[src/rtl/weight_ram_loader_pkg.sv]
// -----------------------------------------------------------------------------
// weight_ram_loader_pkg
// Shared network parameters for the weight-loading path: kernel geometry,
// weight RAM packing factor and write-port address width, plus the loader
// FSM state encoding. Imported by weight_ram_loader.
// -----------------------------------------------------------------------------
package weight_ram_loader_pkg;

    // Kernel edge length (kernels are KERNEL_SIZE x KERNEL_SIZE).
    localparam int KERNEL_SIZE_DEF  = 5;
    // Bits per ternary weight.
    localparam int KERNEL_WIDTH_DEF = 2;
    // Kernels packed into one weight RAM read row; loads must be row aligned.
    localparam int TM_DEF           = 8;
    // Write-port address width (1024 words).
    localparam int ADDR_W_DEF       = 10;

    // Loader FSM states.
    typedef enum logic [1:0] {
        ST_IDLE  = 2'd0,
        ST_LOAD  = 2'd1,
        ST_DRAIN = 2'd2,
        ST_DONE  = 2'd3
    } loader_state_t;

endpackage : weight_ram_loader_pkg

[src/rtl/weight_ram_loader.sv]
// -----------------------------------------------------------------------------
// weight_ram_loader
// Streams kernel words from an upstream valid/ready source into port A of the
// weight RAM, starting at base_addr and writing num_words consecutive words
// (address wraps modulo 2^ADDR_W). One kernel per written word.
//
// Ports
//   clk, rst_n            clock (rising edge), async active-low reset
//   start                 one-cycle request to begin a load
//   abort                 synchronous cancel of a load in progress
//   base_addr [ADDR_W]    first word address (must be Tm aligned)
//   num_words [ADDR_W+1]  word count, 1..2^ADDR_W, multiple of Tm
//   s_valid / s_data      upstream word valid / kernel word
//   s_ready               loader accepts a word this cycle
//   ram_ena / ram_wea     weight RAM port-A enable / write enable
//   ram_addra / ram_dina  weight RAM port-A address / data
//   busy                  load in progress (LOAD or DRAIN)
//   done                  one-cycle pulse, load completed
//   err                   one-cycle pulse, start rejected (bad parameters)
// -----------------------------------------------------------------------------
module weight_ram_loader
    import weight_ram_loader_pkg::*;
#(
    parameter  int KERNEL_SIZE  = KERNEL_SIZE_DEF,
    parameter  int KERNEL_WIDTH = KERNEL_WIDTH_DEF,
    parameter  int Tm           = TM_DEF,
    parameter  int ADDR_W       = ADDR_W_DEF,
    localparam int WORD_W       = KERNEL_SIZE * KERNEL_SIZE * KERNEL_WIDTH
) (
    input  logic              clk,
    input  logic              rst_n,
    input  logic              start,
    input  logic              abort,
    input  logic [ADDR_W-1:0] base_addr,
    input  logic [ADDR_W:0]   num_words,
    input  logic              s_valid,
    input  logic [WORD_W-1:0] s_data,
    output logic              s_ready,
    output logic              ram_ena,
    output logic              ram_wea,
    output logic [ADDR_W-1:0] ram_addra,
    output logic [WORD_W-1:0] ram_dina,
    output logic              busy,
    output logic              done,
    output logic              err
);

    // Largest legal load: the whole RAM. The counter is one bit wider than the
    // address so this value is representable.
    localparam logic [ADDR_W:0]   MAX_WORDS = {1'b1, {ADDR_W{1'b0}}};
    localparam logic [ADDR_W:0]   TM_WORDS  = (ADDR_W + 1)'(Tm);
    localparam logic [ADDR_W-1:0] TM_ADDR   = ADDR_W'(Tm);

    loader_state_t     state_q;
    logic [ADDR_W-1:0] addr_q;   // next write address
    logic [ADDR_W:0]   num_q;    // latched word count
    logic [ADDR_W:0]   cnt_q;    // words accepted so far

    logic params_ok;
    logic hs;
    logic last_word;

    always_comb begin
        params_ok = (num_words != '0)
                 && (num_words <= MAX_WORDS)
                 && ((num_words % TM_WORDS) == '0)
                 && ((base_addr % TM_ADDR) == '0);
    end

    // abort masks s_ready so the abort cycle can never complete a handshake;
    // that is what keeps a half-accepted word out of the RAM.
    assign s_ready   = (state_q == ST_LOAD) && !abort;
    assign hs        = s_valid && s_ready;
    assign last_word = ((cnt_q + 1'b1) == num_q);

    // Status decodes straight from the state register, so they are glitch-free.
    assign busy = (state_q == ST_LOAD) || (state_q == ST_DRAIN);
    assign done = (state_q == ST_DONE);

    // NOTE: every register here, datapath included, sits on the async reset so
    // a reset mid-load leaves nothing behind; all state updates use <= so every
    // branch sees the pre-edge values of state_q, cnt_q and addr_q.
    always_ff @(posedge clk or negedge rst_n) begin
        if (!rst_n) begin
            state_q   <= ST_IDLE;
            addr_q    <= '0;
            num_q     <= '0;
            cnt_q     <= '0;
            ram_ena   <= 1'b0;
            ram_wea   <= 1'b0;
            ram_addra <= '0;
            ram_dina  <= '0;
            err       <= 1'b0;
        end else begin
            // Write port is a one-cycle registered copy of the handshake;
            // address and data hold their last value when no write is pending.
            ram_ena <= hs;
            ram_wea <= hs;
            err     <= 1'b0;
            if (hs) begin
                ram_addra <= addr_q;
                ram_dina  <= s_data;
            end

            case (state_q)
                ST_IDLE: begin
                    if (start) begin
                        if (params_ok) begin
                            addr_q  <= base_addr;
                            num_q   <= num_words;
                            cnt_q   <= '0;
                            state_q <= ST_LOAD;
                        end else begin
                            err <= 1'b1;
                        end
                    end
                end

                ST_LOAD: begin
                    if (abort) begin
                        state_q <= ST_IDLE;
                    end else if (hs) begin
                        addr_q <= addr_q + 1'b1;   // wraps modulo 2^ADDR_W
                        cnt_q  <= cnt_q + 1'b1;
                        if (last_word) begin
                            state_q <= ST_DRAIN;
                        end
                    end
                end

                // The final write is on the port during DRAIN.
                ST_DRAIN: state_q <= ST_DONE;

                ST_DONE:  state_q <= ST_IDLE;

                default:  state_q <= ST_IDLE;
            endcase
        end
    end

endmodule : weight_ram_loader

[config.mk]
export PLATFORM = sky130hd
export DESIGN_NAME = weight_ram_loader
export DESIGN_NICKNAME = d
export VERILOG_FILES = /design/src/rtl/weight_ram_loader_pkg.sv /design/src/rtl/weight_ram_loader.sv
export SDC_FILE = /design/constraint.sdc
export NUM_CORES = 1
export LEC_CHECK = 0
export ABC_CLOCK_PERIOD_IN_PS = 6600
export CORE_ASPECT_RATIO = 1.4
export CORE_MARGIN = 3
export CORE_UTILIZATION = 41
export DETAILED_ROUTE_END_ITERATION = 16
export MAX_ROUTING_LAYER = met4
export PLACE_DENSITY = 0.72
export SLEW_MARGIN = 15
export SYNTH_ARGS = -nofsm -noshare
export SYNTH_HDL_FRONTEND = slang
export SYNTH_SLANG_ARGS = --single-unit
[constraint.sdc]
create_clock -name clk -period 6.6 [get_ports clk]
set_input_delay 0.66 -clock clk [delete_from_list [all_inputs] [get_ports clk]]
set_output_delay 0.66 -clock clk [all_outputs]
set_load 0.05 [all_outputs]
# After elaboration in Yosys (flattened, before gate mapping)
# Index checks and enable logic that the tools add are counted.
# Widths: inputs -> output; s select.
[totals] out_inout_bits=66 reg_bits=96 elab_cells=55 in_bits=76
[op_classes] mux=19 add_sub_neg=2 reduce_logical=15 n_lt_le_gt_ge=1 n_eq_ne=10
[op_table] op="$mux 11" count=4
[op_table] op="$mux 10" count=4
[op_table] op="$pmux 11 s2" count=1
[op_table] op="$pmux 10 s2" count=1
[op_table] op="$add 11x1->11 const B" count=1
[op_table] op="$eq 11x11->1" count=1
[op_table] op="$le 11x11->1 const B" count=1
[op_table] op="$logic_not 11->1" count=1
[op_table] op="$reduce_bool 11->1" count=1
[op_table] op="$add 10x1->10 const B" count=1
[op_table] op="$logic_not 10->1" count=1
[op_table] op="$mux 2" count=5
[op_table] op="$ne 2x2->1 const B" count=4
[op_table] op="$pmux 2 s4" count=1
[op_table] op="$ne 3x3->1 const B" count=2
[op_table] op="$logic_and 1x1->1" count=5
[op_table] op="$reduce_and 5->1" count=1
[op_table] op="$eq 2x2->1 const B" count=2
[op_table] op="$reduce_and 4->1" count=1
[op_table] op="$mux 1" count=3
[op_table] op="$reduce_and 3->1" count=1
[op_table] op="$eq 2x1->1 const B" count=1
[op_table] op="$logic_not 2->1" count=1
[op_table] op="$reduce_bool 2->1" count=1
[op_table] op="other kinds (2)" count=2

# Logic depth before layout (Yosys ltp)
[logic_depth] depth_word=7 depth_mapped=11 depth_no_buf=8

# Worst setup path before layout
# Ideal clock, no wire load.
[synth_path] kind="input to register" startpoint="in num_words[7]" endpoint="reg num_q[10]" t_arrival_ns=2.188 setup_slack_ns=4.287 n_path_buf=1 setup_ns=0.125 t_required_ns=6.475 path_stages=7 path_cell_list="nor4_2 nand2_1 xor2_1 nand3_1 nor2_1 buf_1 mux2_2"
[synth_via] elab_chain_cells=5 elab_cells_between_ends=6 cone_classes="1 x order compare; 5 x reduce/logical"
[synth_lines] element="start, declared" line="weight_ram_loader.sv:35" rtl="input logic [ADDR_W:0] num_words,"
[synth_lines] element="$le 11x11->1 / $reduce_bool 11->1 (equally long branches)" line="weight_ram_loader.sv:65, weight_ram_loader.sv:64"
[synth_lines] element="$logic_and 1x1->1 *" line="weight_ram_loader.sv:65" rtl="&& (num_words <= MAX_WORDS)"
[synth_lines] element="$logic_and 1x1->1 *" line="weight_ram_loader.sv:66" rtl="&& ((num_words % TM_WORDS) == '0)"
[synth_lines] element="$logic_and 1x1->1 *" line="weight_ram_loader.sv:67" rtl="&& ((base_addr % TM_ADDR) == '0);"
[synth_lines] element="$reduce_and 3->1 (no line) *"
[synth_lines] element="end signal, assigned" line="weight_ram_loader.sv:110" rtl="num_q <= num_words;"
[synth_lines] element="end, declared" line="weight_ram_loader.sv:56" rtl="logic [ADDR_W:0] num_q;"
# Every way passes the cells marked *; elsewhere a longest branch is shown, timed or not.
# A chain may end at the register's enable or synchronous reset.

==> flow_summary.ini <==
[layout]
area_delta_synth_final_pct = 40.2
final_cell_mix = clkdlybuf4s50_1, dfrtp_1, mux2_2
antenna_cells = 0
finish.utilization_pct = 59.8
fillCellCount = 892
layout.nets = 602
layout_commonest_cell = clkdlybuf4s50_1
drive_above_1_share_pct = 17.9

[floorplanning]
die-area_um2 = 12300
ios = 142
start_util_pct = 42.7
fp.dieW_um = 94.6
core_area_um2 = 10600
fp.dieH_um = 130
fp-row-count = 44

[synth]
synth_area_um2 = 4510
ys_ff_latch = 96
synth_cells = 388
ys_warn_count = 0
postSynthAreaPerCell_um2 = 11.6
synth-edff-count = 0
synth_fp_nets = 471
synth_flop_cell = dfrtp_1
yosysUniqueCellTypes = 49
yosysSeqAreaShare_pct = 53.3
async_reset_ff_share_pct = 100

[drt]
via_count = 3492
dr.pass1.iters = 5
remaining_drc_errors = 0
dr.first_iter.drc_count = 196
routed_wl_um = 11100
wl_per_cell_um = 16.7
viasPerCell = 5.27
ant_nets = 0

[power_and_ir_drop]
p_clk_share_pct = 17.0
combPwrFrac_pct = 52.4
intPower_w = 0.00180
total_power_w = 0.00328
ir_drop_mv = 0.397
p_per_area_nw_per_um2 = 519
p_sw_w = 0.00148
seq_power_share_pct = 30.6
switching_share_pct = 45.2
leakage_nw = 2.69

[global_routing]
grt_max_degree = 65
track_usage_pct = 19.2
grt_pass1_vias = 3650
grt_first_pass_wirelength_um = 17800
overflow = 0
grt_antenna_before_repair = 0

[placed_design]
numPortBuffers = 141
hpwlAfterDp_um = 8080
place_congestion = 0.829

[timing]
min_period_over_period_pct = 49.7
finalSetupViolations = 0
finClkSkew_ns = 0.0114
min_period_ns = 3.28
hold_viol = 0
fmax_mhz = 305
tightest_slew_ns = 0.823
max_slew_margin_pct = 45.1
finalMaxSlewViolations = 0
fin_setup_tns_ns = 0
rsz0062_at_grt = false

[clock_tree]
clock_path_buffers = 2
clock-sinks = 96
cts_tree = built
cts_hold_buf = 0
cts_resized = 0
cts-htree-levels = 3
path_clk_slew_ns = 0.07
cts-root-buf = clkbuf_16
postCtsSetupRepairBufs = 0
clk_latency_ns = 0.34
cts_buffers = 9

[critical_path]
cp_cell_sequence = inv_1, ha_2, nand2b_1, inv_1, clkdlybuf4s50_1
critPathKind = reg2out
crit_fanout = 35
critPathSlowestCell = clkdlybuf4s50_1
critPathTopFamily = buffers and inverters
crit_top_cell = inv_1
path_buf_inv = 3
crit_arrival_ns = 2.62
cp.required_ns = 5.94
setup.worst_path.end_class = output pin
worstSetupStartpointType = flop
cpPeakStageDelay_ns = 0.82

[worst_hold_path]
hold_path_class = in2async

[outcome]
status = finished, final reports clean

[run]
drv_cap = 0
cell type report:
| cell class | instances | area, µm² | area share [%] |
|---|---|---|---|
| repair buffers | 144 | 1430 | 22.6 |
| multi-input cells | 258 | 1960 | 31.0 |
| flip-flops and latches | 96 | 2400 | 38.0 |
| clock buffers | 9 | 225 | 3.56 |
| clock inverters | 7 | 93.8 | 1.48 |
| inverters | 10 | 37.5 | 0.594 |
| well taps | 138 | 173 | 2.73 |
layer usage:
metal | global-route usage (%) | part of all wire [%] | vias up
met5 | - | 0 | -
met4 | 5.69 | 0.77 | 0
met3 | 5.82 | 6.1 | 6
met2 | 30.9 | 52 | 122
met1 | 23.3 | 41 | 1705
li1 | - | - | 1659
power by group through the flow:
| stage | Sequential, W | Combinational (W) | Clock (W) |
|---|---|---|---|
| floorplan | 0.00163 | 0.000523 | 0 |
| global placement | 0.000998 | 0.00170 | 0 |
| detailed placement | 0.00101 | 0.00172 | 0 |
| CTS | 0.00101 | 0.00173 | 0.000573 |
| global route | 0.00104 | 0.00181 | 0.000602 |
| finish | 0.00100 | 0.00172 | 0.000558 |
worst paths after layout:
path | slack (ns) | from | to | cells after the start
worst max-delay path | 3.32 | flop | s_ready | 5
worst min register to register | 0.50 | ram_addra[7]$_DFFE_PN0P_ | ram_addra[7]$_DFFE_PN0P_ | 1
max in group asynchronous | 5.16 | rst_n | addr_q[9]$_DFFE_PN0P_ | 2
min in group clk | 0.50 | ram_addra[7]$_DFFE_PN0P_ | ram_addra[7]$_DFFE_PN0P_ | 1
worst max register to register | 3.45 | flop | addr_q[6]$_DFFE_PN0P_ | 9
worst min-delay path | 0.26 | rst_n | ram_dina[7]$_DFFE_PN0P_ | 1
synthesized netlist by cell type, drive strengths merged, types with 3 or more instances:
cell,count,area [µm²]
or4,3,22.5
xor2,6,52.6
o31ai,3,27.5
nand3,14,70.1
inv,10,37.5
nor4,3,25.0
o21ai,22,110
dfrtp,96,2400
a21o,4,30.0
or3,3,18.8
mux2,66,743
and3,6,37.5
a22o,7,61.3
nand2,26,97.6
o22ai,5,31.3
nand2b,7,43.8
nor2b,3,18.8
buf,10,58.8
a31oi,4,25.0
ha,7,87.6
a21oi,21,105
nor2,9,33.8
xnor2,4,35.0
clkbuf,14,52.6
nor3,10,50.1
mux2i,3,30.0
worst reg2reg max path: cells and delay by family, from the launching register on:
family                   cells  cell delay, ns
AO/OA/AOI/OAI                4            1.13
adder cells (fa/ha/maj)      1            0.61
buffers and inverters        2            0.50
flip-flops                   1            0.42
AND/OR/NAND/NOR              2            0.35
cells by family (layout without fill, tap and decap cells):
logic type | Yosys count | count (layout) | share of synthesized area [%]
DFF | 96 | 96 | 53.3
and+or+nand+nor | 94 | 94 | 11.0
AOI/OAI and AO/OA | 78 | 78 | 11.4
muxes | 69 | 69 | 17.1
buffers and inverters | 34 | 170 | 3.30
xor gates and xnor gates | 10 | 10 | 1.94
adders and majority gates | 7 | 7 | 1.94
registers in the layout, indices dropped and copies added, names as in the netlist, named ones only:
signal	cells
cnt_q	11
ram_wea	1
num_q	11
addr_q	10
state_q	1
ram_addra	10
ram_dina	50
err	1
stage by stage:
stage | cell area (µm²) | hold slack (ns) | setup WS (ns) | instances
global placement | 6000 | 0.480 | 3.22 | 646
floorplan | 4510 | 0.364 | 4.29 | 388
finish | 6320 | 0.256 | 3.32 | 662
CTS | 6320 | 0.262 | 2.90 | 662
detailed placement | 6000 | 0.483 | 3.09 | 646
global route | 6320 | 0.272 | 3.13 | 662
No activity file was read; power rests on OpenSTA's default activity.
==> patch 1 (same flow settings) <==
The package constant `KERNEL_SIZE_DEF` goes from 5 to 4.
--- a/src/rtl/weight_ram_loader_pkg.sv
+++ b/src/rtl/weight_ram_loader_pkg.sv
@@ -9,3 +9,3 @@
     // Kernel edge length (kernels are KERNEL_SIZE x KERNEL_SIZE).
-    localparam int KERNEL_SIZE_DEF  = 5;
+    localparam int KERNEL_SIZE_DEF  = 4;
     // Bits per ternary weight.
Interface: changed (resized ram_dina and s_data); port bits go from 142 to 106. No check against the original RTL was run, so the function may have changed too.
==> patch 1 against the original RTL <==
Count of clock-buffer cells in the layout grew 3. Synthesized area decreased by 15%. Utilization shrank 1.9 points. Combinational power shrank 22%. Final area decreased by 17%. Non-clock buffer count shrank 37. Hold slack better by 0.21 ns. Synthesized cell count fell by 11%. Sequential cell count is 18 lower. Routed wire length down 17%. Total power down 18%. Worst setup slack worse by 0.60 ns. Largest cell class unchanged. Highest routed layer unchanged.
==> patch 1: results (changes against the original RTL) <==
nonClkBufAreaFrac_pct: 20.2  # was 22.6%
wire_per_inst_um: 16.6  # was 16.7 µm
grt_usage_pct: 19.1  # was 19.2%
worst_slew_pin_slew_ns: 0.991  # was 0.823 ns
synth_xor_xnor_area_share_pct: 3.43  # was 1.94%
synth_mux_area_share_pct: 15.5  # was 17.1%
grt_max_degree: 79  # was 65
synth_fp_nets: 412  # was 471
avgViaCountPerCell: 5.41  # was 5.27
multi_input_area_share_pct: 33.5  # was 31.0%
largest_reg_flops: 32  # was 50
grt_pass1_vias: 3169  # was 3650
vdd_ir_drop_max_mv: 0.357  # was 0.397 mV
nClkBuffers: 12  # was 9
grt_pass1_wl_um: 15300  # was 17800 µm
nNonClkBuffers: 107  # was 144
total_leakage_power_uw: 0.00220  # was 0.00269 µW
drt_first_iter_violations: 114  # was 196
routabilityCongestion: 0.820  # was 0.829
portBuffers: 105  # was 141
nets: 509  # was 602
crit_fanout: 27  # was 35
ys_seq_area_share_pct: 50.9  # was 53.3%
p_int_uw: 1510  # was 1800 µW
drive_gt1_share_pct: 17.6  # was 17.9%
clk_share_pct: 6.09  # was 5.05%
n_all_inverters: 7  # was 10
synth.top_cells.by_count: "dfrtp_1 (78), mux2_2 (51), nand2_1 (26)"  # was dfrtp_1 (96), mux2_2 (66), nand2_1 (26)
finClkSkew_ns: 0.00376  # was 0.0114 ns
status: "finished, final reports clean"  # unchanged
pg_comb_uw: 1350  # was 1720 µW
seq_area_um2: 1950  # was 2400 µm²
drt_pass1_iterations: 7  # was 5
multi_input_cells: 241  # was 258
total_power_uw: 2700  # was 3280 µW
-- patch 1: final timing paths --
| path | startpoint | end | slack (ns) | depth (start not counted) |
|---|---|---|---|---|
| worst max-delay path | flop | s_ready | 2.73 | 5 |
| worst min-delay path | rst_n | state_q[0]$_DFFE_PN0P_ | 0.47 | 1 |
| worst max register to register | flop | addr_q[7]$_DFFE_PN0P_ | 3.37 | 9 |
| worst min register to register | ram_dina[3]$_DFFE_PN0P_ | ram_dina[3]$_DFFE_PN0P_ | 0.50 | 1 |
| max in group asynchronous | rst_n | ram_dina[8]$_DFFE_PN0P_ | 5.46 | 1 |
| min in group clk | ram_dina[3]$_DFFE_PN0P_ | ram_dina[3]$_DFFE_PN0P_ | 0.50 | 1 |
-- patch 1: through the flow --
stage / util, % / cells / worst slack (ns) / area (µm²)
floorplan: - / 347 / 4.06 / 3830
global placement: 54.4 / 540 / 3.07 / 4940
detailed placement: 54.4 / 540 / 3.02 / 4940
CTS: 57.9 / 556 / 2.69 / 5260
global route: 57.9 / 556 / 2.49 / 5260
finish: 57.9 / 556 / 2.73 / 5260
-- patch 1: critical path, cell delays in order, from the launching register on --
cell and delay [ns]:
dfrtp_1 0.42, inv_1 0.11, ha_1 0.77, inv_1 0.38, nor2_1 0.34, clkdlybuf4s50_1 0.86
-- patch 1: layer usage --
layer | share of wire (%) | track usage (%) | wire, µm | up-vias
met4 | 1.8 | 6.53 | 170 | 0
met1 | 41 | 22.3 | 3780 | 1452
li1 | - | - | - | 1442
met3 | 5.1 | 5.04 | 472 | 14
met5 | 0 | - | 0 | -
met2 | 52 | 31.6 | 4780 | 99
==> patch 2 (same flow settings) <==
Made on the original files. Put one more register stage on the output `err`, cleared by the reset. The value now appears one clock later. The other outputs are not delayed to match. Comments in the files are not updated.
--- a/src/rtl/weight_ram_loader.sv
+++ b/src/rtl/weight_ram_loader.sv
@@ -53,2 +53,4 @@
 
+    logic err_s0;
+
     loader_state_t     state_q;
@@ -92,3 +94,3 @@
             ram_dina  <= '0;
-            err       <= 1'b0;
+            err_s0    <= 1'b0;
         end else begin
@@ -98,3 +100,3 @@
             ram_wea <= hs;
-            err     <= 1'b0;
+            err_s0  <= 1'b0;
             if (hs) begin
@@ -113,3 +115,3 @@
                         end else begin
-                            err <= 1'b1;
+                            err_s0 <= 1'b1;
                         end
@@ -140,2 +142,10 @@
 
+    always_ff @(posedge clk or negedge rst_n) begin
+        if (!rst_n) begin
+            err <= '0;
+        end else begin
+            err <= err_s0;
+        end
+    end
+
 endmodule : weight_ram_loader
Formal check against the unedited RTL: not equivalent (a bounded check fails within 4 cycles, from zero or initial values and one cycle with rst_n low).
==> patch 2 against the original RTL <==
Total power shrank 2.0%. Sequential share of layout area grew 0.46 points. Register-to-register slack gained 0.46 ns. Worst setup slack gained 0.026 ns. Utilization shrank 0.11 points. Die area grew 0.52%. Sequential cell count grew 1. Synthesized area grew 0.55%. Final area shrank 0.18%. Routed wire length shrank 3.6%.
==> patch 2: results (changes against the original RTL) <==
grt_pass1_vias: 3562  # was 3650
finClkSkew_ns: 0.00590  # was 0.0114 ns
routabilityCongestion: 0.878  # was 0.829
reg2reg_slack_ns: 3.91  # was 3.45 ns
grt_pass1_wl_um: 17200  # was 17800 µm
grt_usage_pct: 18.2  # was 19.2%
synth_mux_area_share_pct: 17.1  # about the same
grt_max_degree: 79  # was 65
avgViaCountPerCell: 5.28  # was 5.27
fill_cells: 873  # was 892
total_leakage_power_uw: 0.00268  # was 0.00269 µW
post-dp-hpwl_um: 7760  # was 8080 µm
ys_seq_area_share_pct: 53.5  # was 53.3%
r2r_cells: 8  # was 9
drt_pass1_iterations: 4  # was 5
synth_area_leaders: "dfrtp_1 (54%), mux2_2 (16%), a21oi_1 (2.3%)"  # was dfrtp_1 (53%), mux2_2 (16%), a21oi_1 (2.3%)
synth-compound-area-share_pct: 11.3  # was 11.4%
synth.top_cells.by_count: "dfrtp_1 (97), mux2_2 (66), nand2_1 (26)"  # was dfrtp_1 (96), mux2_2 (66), nand2_1 (26)
synth_fa_ha_area_share_pct: 1.93  # was 1.94%
vdd_ir_drop_max_mv: 0.290  # was 0.397 mV
status: "finished, final reports clean"  # unchanged
drive_gt1_share_pct: 17.7  # was 17.9%
cp.arrival_ns: 2.59  # was 2.62 ns
r2r_end: "addr_q[7]$_DFFE_PN0P_"  # was addr_q[6]$_DFFE_PN0P_
worst_slew_pin_slew_ns: 0.985  # was 0.823 ns
synth_xor_xnor_area_share_pct: 1.93  # was 1.94%
patch 2: changes by cell type in the layout (fill, tap and decap cells not counted):
cell	before	now
bufinv_16	2	0
clkbuf_1	0	1
clkbuf_8	0	1
clkinv_2	3	1
clkinv_4	0	1
clkinvlp_4	1	2
dfrtp_1	96	97
patch 2: worst max-delay path by stage:
stage and to:
2_1_floorplan num_q[10]$_DFFE_PN0P_, 3_3_place_gp s_ready, 3_5_place_dp s_ready, 4_1_cts s_ready
5_1_grt s_ready, 6_report s_ready
patch 2: final cells by class:
| cell class | instances | area share [%] |
|---|---|---|
| flip-flops and latches | 97 | 38.5 |
| multi-input cells | 258 | 31.1 |
| repair buffers | 144 | 22.7 |
| clock buffers | 11 | 3.85 |
| well taps | 138 | 2.74 |
| clock inverters | 5 | 0.634 |
| inverters | 10 | 0.595 |
patch 2: through the flow:
stage                     std cells  cell area (µm²)  setup slack (ns)  hold slack [ns]  util (%)
after detailed placement        647             6030              3.30            0.336      57.0
after floorplan                 389             4530              4.29            0.331         -
after CTS                       663             6310              2.90            0.180      59.7
after global placement          647             6030              3.36            0.337      57.0
final                           663             6310              3.35            0.188      59.7
after global routing            663             6310              3.18            0.196      59.7
patch 2: power by group:
| group | internal (µW) | total [µW] | leakage (µW) | switching, µW |
|---|---|---|---|---|
| sequential | 835 | 1010 | 0.00118 | 171 |
| clock | 269 | 499 | 0.000134 | 231 |
| combinational | 639 | 1710 | 0.00136 | 1070 |
| total | 1740 | 3220 | 0.00268 | 1470 |
patch 2: layer usage:
layer | part of all wire [%] | global-route usage, % | wire [µm] | vias to the layer above
li1 | - | - | - | 1670
met4 | 2.9 | 7.48 | 312 | 0
met2 | 52 | 29.1 | 5510 | 106
met3 | 4.6 | 4.24 | 487 | 23
met5 | 0 | - | 0 | -
met1 | 41 | 22.2 | 4360 | 1701
